==> src/rtl/osc_pkg.sv <==
// Shared types and constants for the sample-to-UART framing path.
// Holds the frame sync byte, sample width, FSM state encoding and a saturating counter helper.
package osc_pkg;

    localparam logic [7:0] SYNC_BYTE = 8'hA5;
    localparam int         SAMPLE_W  = 24;

    typedef enum logic [2:0] {
        IDLE = 3'd0,
        LOAD = 3'd1,
        SYNC = 3'd2,
        B2   = 3'd3,
        B1   = 3'd4,
        B0   = 3'd5
    } frame_state_e;

    function automatic logic [7:0] sat_inc8(input logic [7:0] v);
        return (v == 8'hFF) ? v : v + 8'h01;
    endfunction

endpackage

==> src/rtl/uart_tx_byte.sv <==
// Serialises one byte as start(0), 8 data bits LSB first, stop(1); each bit lasts DIV clocks.
// done_o marks the final stop-bit cycle, last_o the cycle before it (DIV must be >= 2).
module uart_tx_byte #(
    parameter int DIV = 868
) (
    input  logic       clk,
    input  logic       rst_n,
    input  logic       start_i,
    input  logic [7:0] data_i,
    output logic       tx_o,
    output logic       done_o,
    output logic       last_o
);

    localparam int             CW    = $clog2(DIV);
    localparam logic [CW-1:0]  LAST  = CW'(DIV - 1);
    localparam logic [CW-1:0]  PRE   = CW'(DIV - 2);

    logic          active_q, active_d;
    logic [CW-1:0] baud_q, baud_d;
    logic [3:0]    bit_q, bit_d;
    logic [7:0]    data_q, data_d;
    logic          tx_q, tx_d;
    logic          start_ok_s;

    assign done_o     = active_q && (bit_q == 4'd9) && (baud_q == LAST);
    assign last_o     = active_q && (bit_q == 4'd9) && (baud_q == PRE);
    // A new byte may start while idle or in the final stop cycle, giving back-to-back bytes.
    assign start_ok_s = start_i && (!active_q || done_o);
    assign tx_o       = tx_q;

    // Bit sequencing and baud timing
    always_comb begin
        active_d = active_q;
        baud_d   = baud_q;
        bit_d    = bit_q;
        data_d   = data_q;
        tx_d     = tx_q;
        if (start_ok_s) begin
            active_d = 1'b1;
            baud_d   = '0;
            bit_d    = 4'd0;
            data_d   = data_i;
            tx_d     = 1'b0;
        end else if (active_q) begin
            if (baud_q == LAST) begin
                baud_d = '0;
                if (bit_q == 4'd9) begin
                    active_d = 1'b0;
                    tx_d     = 1'b1;
                end else begin
                    bit_d = bit_q + 4'd1;
                    tx_d  = (bit_q <= 4'd7) ? data_q[bit_q[2:0]] : 1'b1;
                end
            end else begin
                baud_d = baud_q + CW'(1);
            end
        end else begin
            tx_d = 1'b1;
        end
    end

    // Serialiser state registers; line idles high in reset
    always_ff @(posedge clk or negedge rst_n) begin
        if (!rst_n) begin
            active_q <= 1'b0;
            baud_q   <= '0;
            bit_q    <= 4'd0;
            data_q   <= 8'h00;
            tx_q     <= 1'b1;
        end else begin
            active_q <= active_d;
            baud_q   <= baud_d;
            bit_q    <= bit_d;
            data_q   <= data_d;
            tx_q     <= tx_d;
        end
    end

endmodule

==> src/rtl/sample_frame_tx.sv <==
// Buffers 24-bit ADC samples in a small FIFO and sends each as a 4-byte UART frame
// (A5, sample[23:16], [15:8], [7:0]) with frames streamed back-to-back while data is queued.
module sample_frame_tx
    import osc_pkg::*;
#(
    parameter int CLK_HZ     = 100_000_000,
    parameter int BAUD       = 115_200,
    parameter int FIFO_DEPTH = 4
) (
    input  logic                clk,
    input  logic                reset,
    input  logic                enable,
    input  logic                sample_valid,
    input  logic [SAMPLE_W-1:0] sample_data,
    output logic                sample_ready,
    output logic                tx,
    output logic                busy,
    output logic [7:0]          drop_count
);

    localparam int DIV = (CLK_HZ + BAUD / 2) / BAUD;
    localparam int AW  = $clog2(FIFO_DEPTH);
    localparam int PW  = AW + 1;

    logic                rst_meta_q, rst_sync_q;
    logic                ready_en_q;
    logic [SAMPLE_W-1:0] mem_q [FIFO_DEPTH];
    logic [PW-1:0]       wptr_q, wptr_d, rptr_q, rptr_d;
    logic [7:0]          drop_q, drop_d;
    frame_state_e        state_q, state_d;
    logic [SAMPLE_W-1:0] hold_q, hold_d;
    logic                empty_s, full_s, push_s, pop_s, flush_s;
    logic                start_s, byte_done_s, byte_last_s;
    logic [7:0]          byte_s;

    // Reset deassertion synchroniser; assertion stays asynchronous
    always_ff @(posedge clk or negedge reset) begin
        if (!reset) begin
            rst_meta_q <= 1'b0;
            rst_sync_q <= 1'b0;
        end else begin
            rst_meta_q <= 1'b1;
            rst_sync_q <= rst_meta_q;
        end
    end

    assign empty_s      = (wptr_q == rptr_q);
    assign full_s       = (wptr_q[AW-1:0] == rptr_q[AW-1:0]) && (wptr_q[AW] != rptr_q[AW]);
    assign sample_ready = enable && !full_s && ready_en_q;
    assign push_s       = sample_valid && sample_ready;
    assign busy         = (state_q != IDLE) || !empty_s;
    assign drop_count   = drop_q;

    // FIFO pointer and drop-counter next state
    always_comb begin
        wptr_d = wptr_q;
        rptr_d = rptr_q;
        drop_d = drop_q;
        if (flush_s) begin
            wptr_d = '0;
            rptr_d = '0;
        end else begin
            if (push_s) wptr_d = wptr_q + PW'(1);
            else        wptr_d = wptr_q;
            if (pop_s)  rptr_d = rptr_q + PW'(1);
            else        rptr_d = rptr_q;
        end
        if (enable && sample_valid && full_s) drop_d = sat_inc8(drop_q);
        else                                  drop_d = drop_q;
    end

    // Frame sequencer; B0 hands over to LOAD one cycle early so the next sync byte follows without a gap
    always_comb begin
        state_d = state_q;
        hold_d  = hold_q;
        pop_s   = 1'b0;
        flush_s = 1'b0;
        start_s = 1'b0;
        byte_s  = 8'h00;
        case (state_q)
            IDLE: begin
                if (enable && !empty_s) state_d = LOAD;
                else if (!enable)       flush_s = 1'b1;
                else                    state_d = IDLE;
            end
            LOAD: begin
                if (enable && !empty_s) begin
                    pop_s   = 1'b1;
                    hold_d  = mem_q[rptr_q[AW-1:0]];
                    start_s = 1'b1;
                    byte_s  = SYNC_BYTE;
                    state_d = SYNC;
                end else begin
                    flush_s = !enable;
                    state_d = IDLE;
                end
            end
            SYNC: begin
                if (byte_done_s) begin
                    start_s = 1'b1;
                    byte_s  = hold_q[23:16];
                    state_d = B2;
                end else begin
                    state_d = SYNC;
                end
            end
            B2: begin
                if (byte_done_s) begin
                    start_s = 1'b1;
                    byte_s  = hold_q[15:8];
                    state_d = B1;
                end else begin
                    state_d = B2;
                end
            end
            B1: begin
                if (byte_done_s) begin
                    start_s = 1'b1;
                    byte_s  = hold_q[7:0];
                    state_d = B0;
                end else begin
                    state_d = B1;
                end
            end
            B0: begin
                if (byte_last_s && enable && !empty_s) begin
                    state_d = LOAD;
                end else if (byte_done_s) begin
                    if (enable && !empty_s) begin
                        state_d = LOAD;
                    end else begin
                        state_d = IDLE;
                        flush_s = !enable;
                    end
                end else begin
                    state_d = B0;
                end
            end
            default: begin
                state_d = IDLE;
                flush_s = 1'b1;
            end
        endcase
    end

    // Control state registers, cleared by the synchronised reset
    always_ff @(posedge clk or negedge rst_sync_q) begin
        if (!rst_sync_q) begin
            ready_en_q <= 1'b0;
            wptr_q     <= '0;
            rptr_q     <= '0;
            drop_q     <= 8'h00;
            state_q    <= IDLE;
            hold_q     <= '0;
        end else begin
            ready_en_q <= 1'b1;
            wptr_q     <= wptr_d;
            rptr_q     <= rptr_d;
            drop_q     <= drop_d;
            state_q    <= state_d;
            hold_q     <= hold_d;
        end
    end

    // Sample storage; contents are only meaningful between the pointers
    always_ff @(posedge clk) begin
        if (push_s) mem_q[wptr_q[AW-1:0]] <= sample_data;
        else        mem_q[wptr_q[AW-1:0]] <= mem_q[wptr_q[AW-1:0]];
    end

    uart_tx_byte #(
        .DIV (DIV)
    ) u_byte (
        .clk     (clk),
        .rst_n   (rst_sync_q),
        .start_i (start_s),
        .data_i  (byte_s),
        .tx_o    (tx),
        .done_o  (byte_done_s),
        .last_o  (byte_last_s)
    );

endmodule

==> config.mk <==
export PLATFORM = sky130hd
export DESIGN_NAME = sample_frame_tx
export DESIGN_NICKNAME = d
export VERILOG_FILES = /design/src/rtl/osc_pkg.sv /design/src/rtl/uart_tx_byte.sv /design/src/rtl/sample_frame_tx.sv
export SDC_FILE = /design/constraint.sdc
export NUM_CORES = 1
export LEC_CHECK = 0
export BUFFER_PORTS_ARGS = -buffer_cell sky130_fd_sc_hd__buf_2
export CAP_MARGIN = 20
export CORE_ASPECT_RATIO = 1.1
export CORE_UTILIZATION = 35
export CTS_CLUSTER_DIAMETER = 50
export DETAILED_ROUTE_END_ITERATION = 7
export GPL_ROUTABILITY_DRIVEN = 0
export PLACE_DENSITY = 0.62
export SYNTH_ARGS = -nofsm -noshare
export SYNTH_HDL_FRONTEND = slang
export SYNTH_SLANG_ARGS = --single-unit
==> constraint.sdc <==
create_clock -name clk -period 5.5 [get_ports clk]
set_input_delay 1.1 -clock clk [delete_from_list [all_inputs] [get_ports clk]]
set_output_delay 1.1 -clock clk [all_outputs]
set_load 0.02 [all_outputs]
==> impl_results.md <==
* Leakage at 3.18 nW
* TritonCTS clock tree: done
* Overflow after GRT at 0
* R2r endpoint: u_byte.baud_q[1]
* RR Startpoint: rptr_q[0]
* Part of the power in registers at 0.491
* Post-route cell area at 8060 um^2
* Outcome: finished, final reports clean
* Rel. slew slack at 0.376
* Avg Cell Area, Syn at 16.1 um^2
* Clock buffer depth at 2
* Post-DP HPWL at 7.95 mm
* Slowest-stage cell, CP: dfrtp_2
* Die H at 150 um
* Antenna diodes at 0
* IO Port Bufs at 38
* Minimum clock period at 3.49 ns
* Most frequent cells in the layout: edfxtp_1, dfrtp_1, buf_2, mux2_2, mux4_2
* CTS HTree Levels at 4
* Max Slew Vio Count at 0
* Largest net degree at the start of global routing at 67
* Placed inst area at 7410 um^2
* P_int at 2.21 mW
* Worst setup path end: busy
* Tot GR Track Use at 0.139
* Rows at 53
* Vias at 3766
* Net Sw Power at 0.650 mW
* Simple-gate share of the synthesized area at 0.0804
* Worst vdd ir at 0.215 mV
* Primary FF master, synth: edfxtp_1
* Post-CTS Hold Buffers at 0
* Die Area at 20400 um^2
* Chip width at 136 um
* Sw frac at 0.228
* Post-CTS setup buffer count at 0
* Reg2reg setup slack at 2.94 ns
* Max stage delay on crit path at 0.97 ns
* DR WL/cell at 17.1 um
* CP arrival at 2.39 ns
* Total Nets Final at 519
* Dpl ws at 2.37 ns
* Setup crit end kind: output port
* Yosys cell types at 56
* Synthesized area at 6930 um^2
* Most common cell after layout, fill and taps aside: edfxtp_1
* Core Region at 19200 um^2
* Final period utilization at 0.635
* Remaining antenna violation count at 0
* Mux cell area share after synthesis at 0.142
* Global-route wire length before repair at 21.1 mm
* Critical Path RT at 4.40 ns
* Post-CTS resize count at 0
* YS warnings at 0
* Share of layout cells above drive strength 1 at 0.298
* Clock transition at path regs at 0.07 ns
* Layout area overhead at 16.3%
* Post-Synth XOR/XNOR Area at 0.0291
* Dpl cells at 709
* PnR worst setup slack at 2.01 ns
* Pre-Repair DR Iteration Count at 4
* Syn Inst Count at 430
* Adder-Cell Fraction of Synth Area at 0.0181
* Post-Route WL at 12.6 mm
* Fin cells at 741
* Clock Sinks at 164
* DRC viols at 0
* Post-synthesis async set-or-reset flop share at 0.415
* Initial antenna violation count at 0
* Pwr Density at 355 nW/um^2
* CP Launch Type: register
* Comb pwr share at 0.061
* Starting Density at 0.360
* Register area share after synthesis at 0.662
* Clock power frac at 0.448
* Clk_skew at 0.0188 ns
* MaxCap Viol Count at 0
* Synth Area in Compound Gates at 0.0529
* Skew-Pair Late Insertion Delay at 0.43 ns
* I/O Pins at 39
* Number of synthesized flops with an enable pin at 96
* Crit path max fanout at 28
* Worst Setup SP: rptr_q[0]
* Vias in the first global route at 3972
* Slew @ Worst Pin at 0.936 ns
* Cells along the critical path: xnor2_1 > nand3_1 > or4_1 > buf_2
* Unrepaired setup endpoints after global routing: no
* First DRT Iteration DRCs at 181
* Worst hold path type: reg -> reg
* Reg2reg path depth at 5
* TritonCTS buffer count at 17
* Power Total at 2.86 mW
* CTS root buf: clkbuf_16
* Achievable Freq at 286 MHz
* Setup TNS at 0 ns
* Flops & latches, synth at 164
* Final setup violation count at 0
* Vias/cell at 5.08
* Kind of critical path: reg -> out
* Final count of hold timing violations at 0
* Largest family of logic cells by synthesized area: multiplexers
==> Yosys cell counts, types with 3 or more instances <==
cell type  instances  area [um^2]
a21oi_1            5         25.0
a22o_1             6         52.6
a2bb2oi_1          4         35.0
and3_1            10         62.6
buf_2              5         25.0
clkbuf_1           7         26.3
dfrtp_1           67         1680
edfxtp_1          96         2880
ha_1              10          125
inv_1              7         26.3
mux2_2            29          327
mux2i_1            7         70.1
mux4_2            26          586
nand2_1           23         86.3
nand2b_1           3         18.8
nand3_1           11         55.1
nand3b_1           3         22.5
nand4_1            3         18.8
nor2_1            21         78.8
nor2b_1            6         37.5
nor3_1             7         35.0
o21ai_0           10         50.1
o22ai_1            4         25.0
xnor2_1           11         96.3
xor2_1            12          105
==> registers in the layout, summed over array words and instances (netlist names), 3 cells and up <==
| signal | cells |
|---|---|
| rptr_q | 3 |
| hold_q | 24 |
| drop_count | 8 |
| u_byte.baud_q | 10 |
| u_byte.data_q | 8 |
| mem_q | 96 |
| wptr_q | 3 |
| u_byte.bit_q | 4 |
| state_q | 3 |
==> logic make-up (layout without fill, tap and decap cells) <==
kind of cell | Yosys count | after routing
xor+xnor | 23 | 23
simple gates | 101 | 101
other cells | 1 | 2
mux | 62 | 62
flops | 164 | 164
buf+inv | 22 | 85
compound gates | 47 | 47
fa+ha+maj | 10 | 10
==> cell type report <==
cell class | instances | area [um^2]
clock buffers | 17 | 425
fillers | 1785 | 11200
clock inverters | 15 | 216
well taps | 247 | 309
repair buffers | 46 | 250
multi-input cells | 245 | 2240
flip-flops and latches | 164 | 4590
inverters | 7 | 26.3
==> layer usage <==
metal / share of wire / wire [um] / track usage
met1: 0.45 / 5710 / 0.174
met2: 0.51 / 6480 / 0.231
met3: 0.024 / 303 / 0.0325
met4: 0.012 / 152 / 0.0550
met5: 0 / 0 / 0
==> stage by stage <==
stage,util,hold slack (ns)
3_5_place_dp,0.385,0.338
4_1_cts,0.419,0.352
5_1_grt,0.419,0.380
2_1_floorplan,-,0.331
6_report,0.419,0.350
3_3_place_gp,0.385,0.338
==> critical path: cells and delay by family, from the launching register on <==
family	cells	cell delay, ns
xor+xnor	1	0.22
buf+inv	1	0.17
flops	1	0.97
simple gates	2	0.60
==> power by group through the flow <==
stage / logic (mW) / clock network [mW] / registers [mW]
floorplan: 0.0951 / 0 / 1.44
global placement: 0.168 / 0 / 1.42
detailed placement: 0.178 / 0 / 1.43
CTS: 0.178 / 1.30 / 1.40
global route: 0.196 / 1.36 / 1.41
finish: 0.173 / 1.28 / 1.40
==> how the worst min path moves through the flow <==
stage	startpoint	to	slack, ns	cells after the start
final	rst_meta_q	rst_sync_q	0.35	0
after global placement	rst_meta_q	rst_sync_q	0.34	0
after floorplan	rst_meta_q	rst_sync_q	0.33	0
after detailed placement	rst_meta_q	rst_sync_q	0.34	0
after CTS	rst_meta_q	rst_sync_q	0.35	0
after global routing	rst_meta_q	rst_sync_q	0.38	0
No activity file was read; power rests on OpenSTA's default activity.
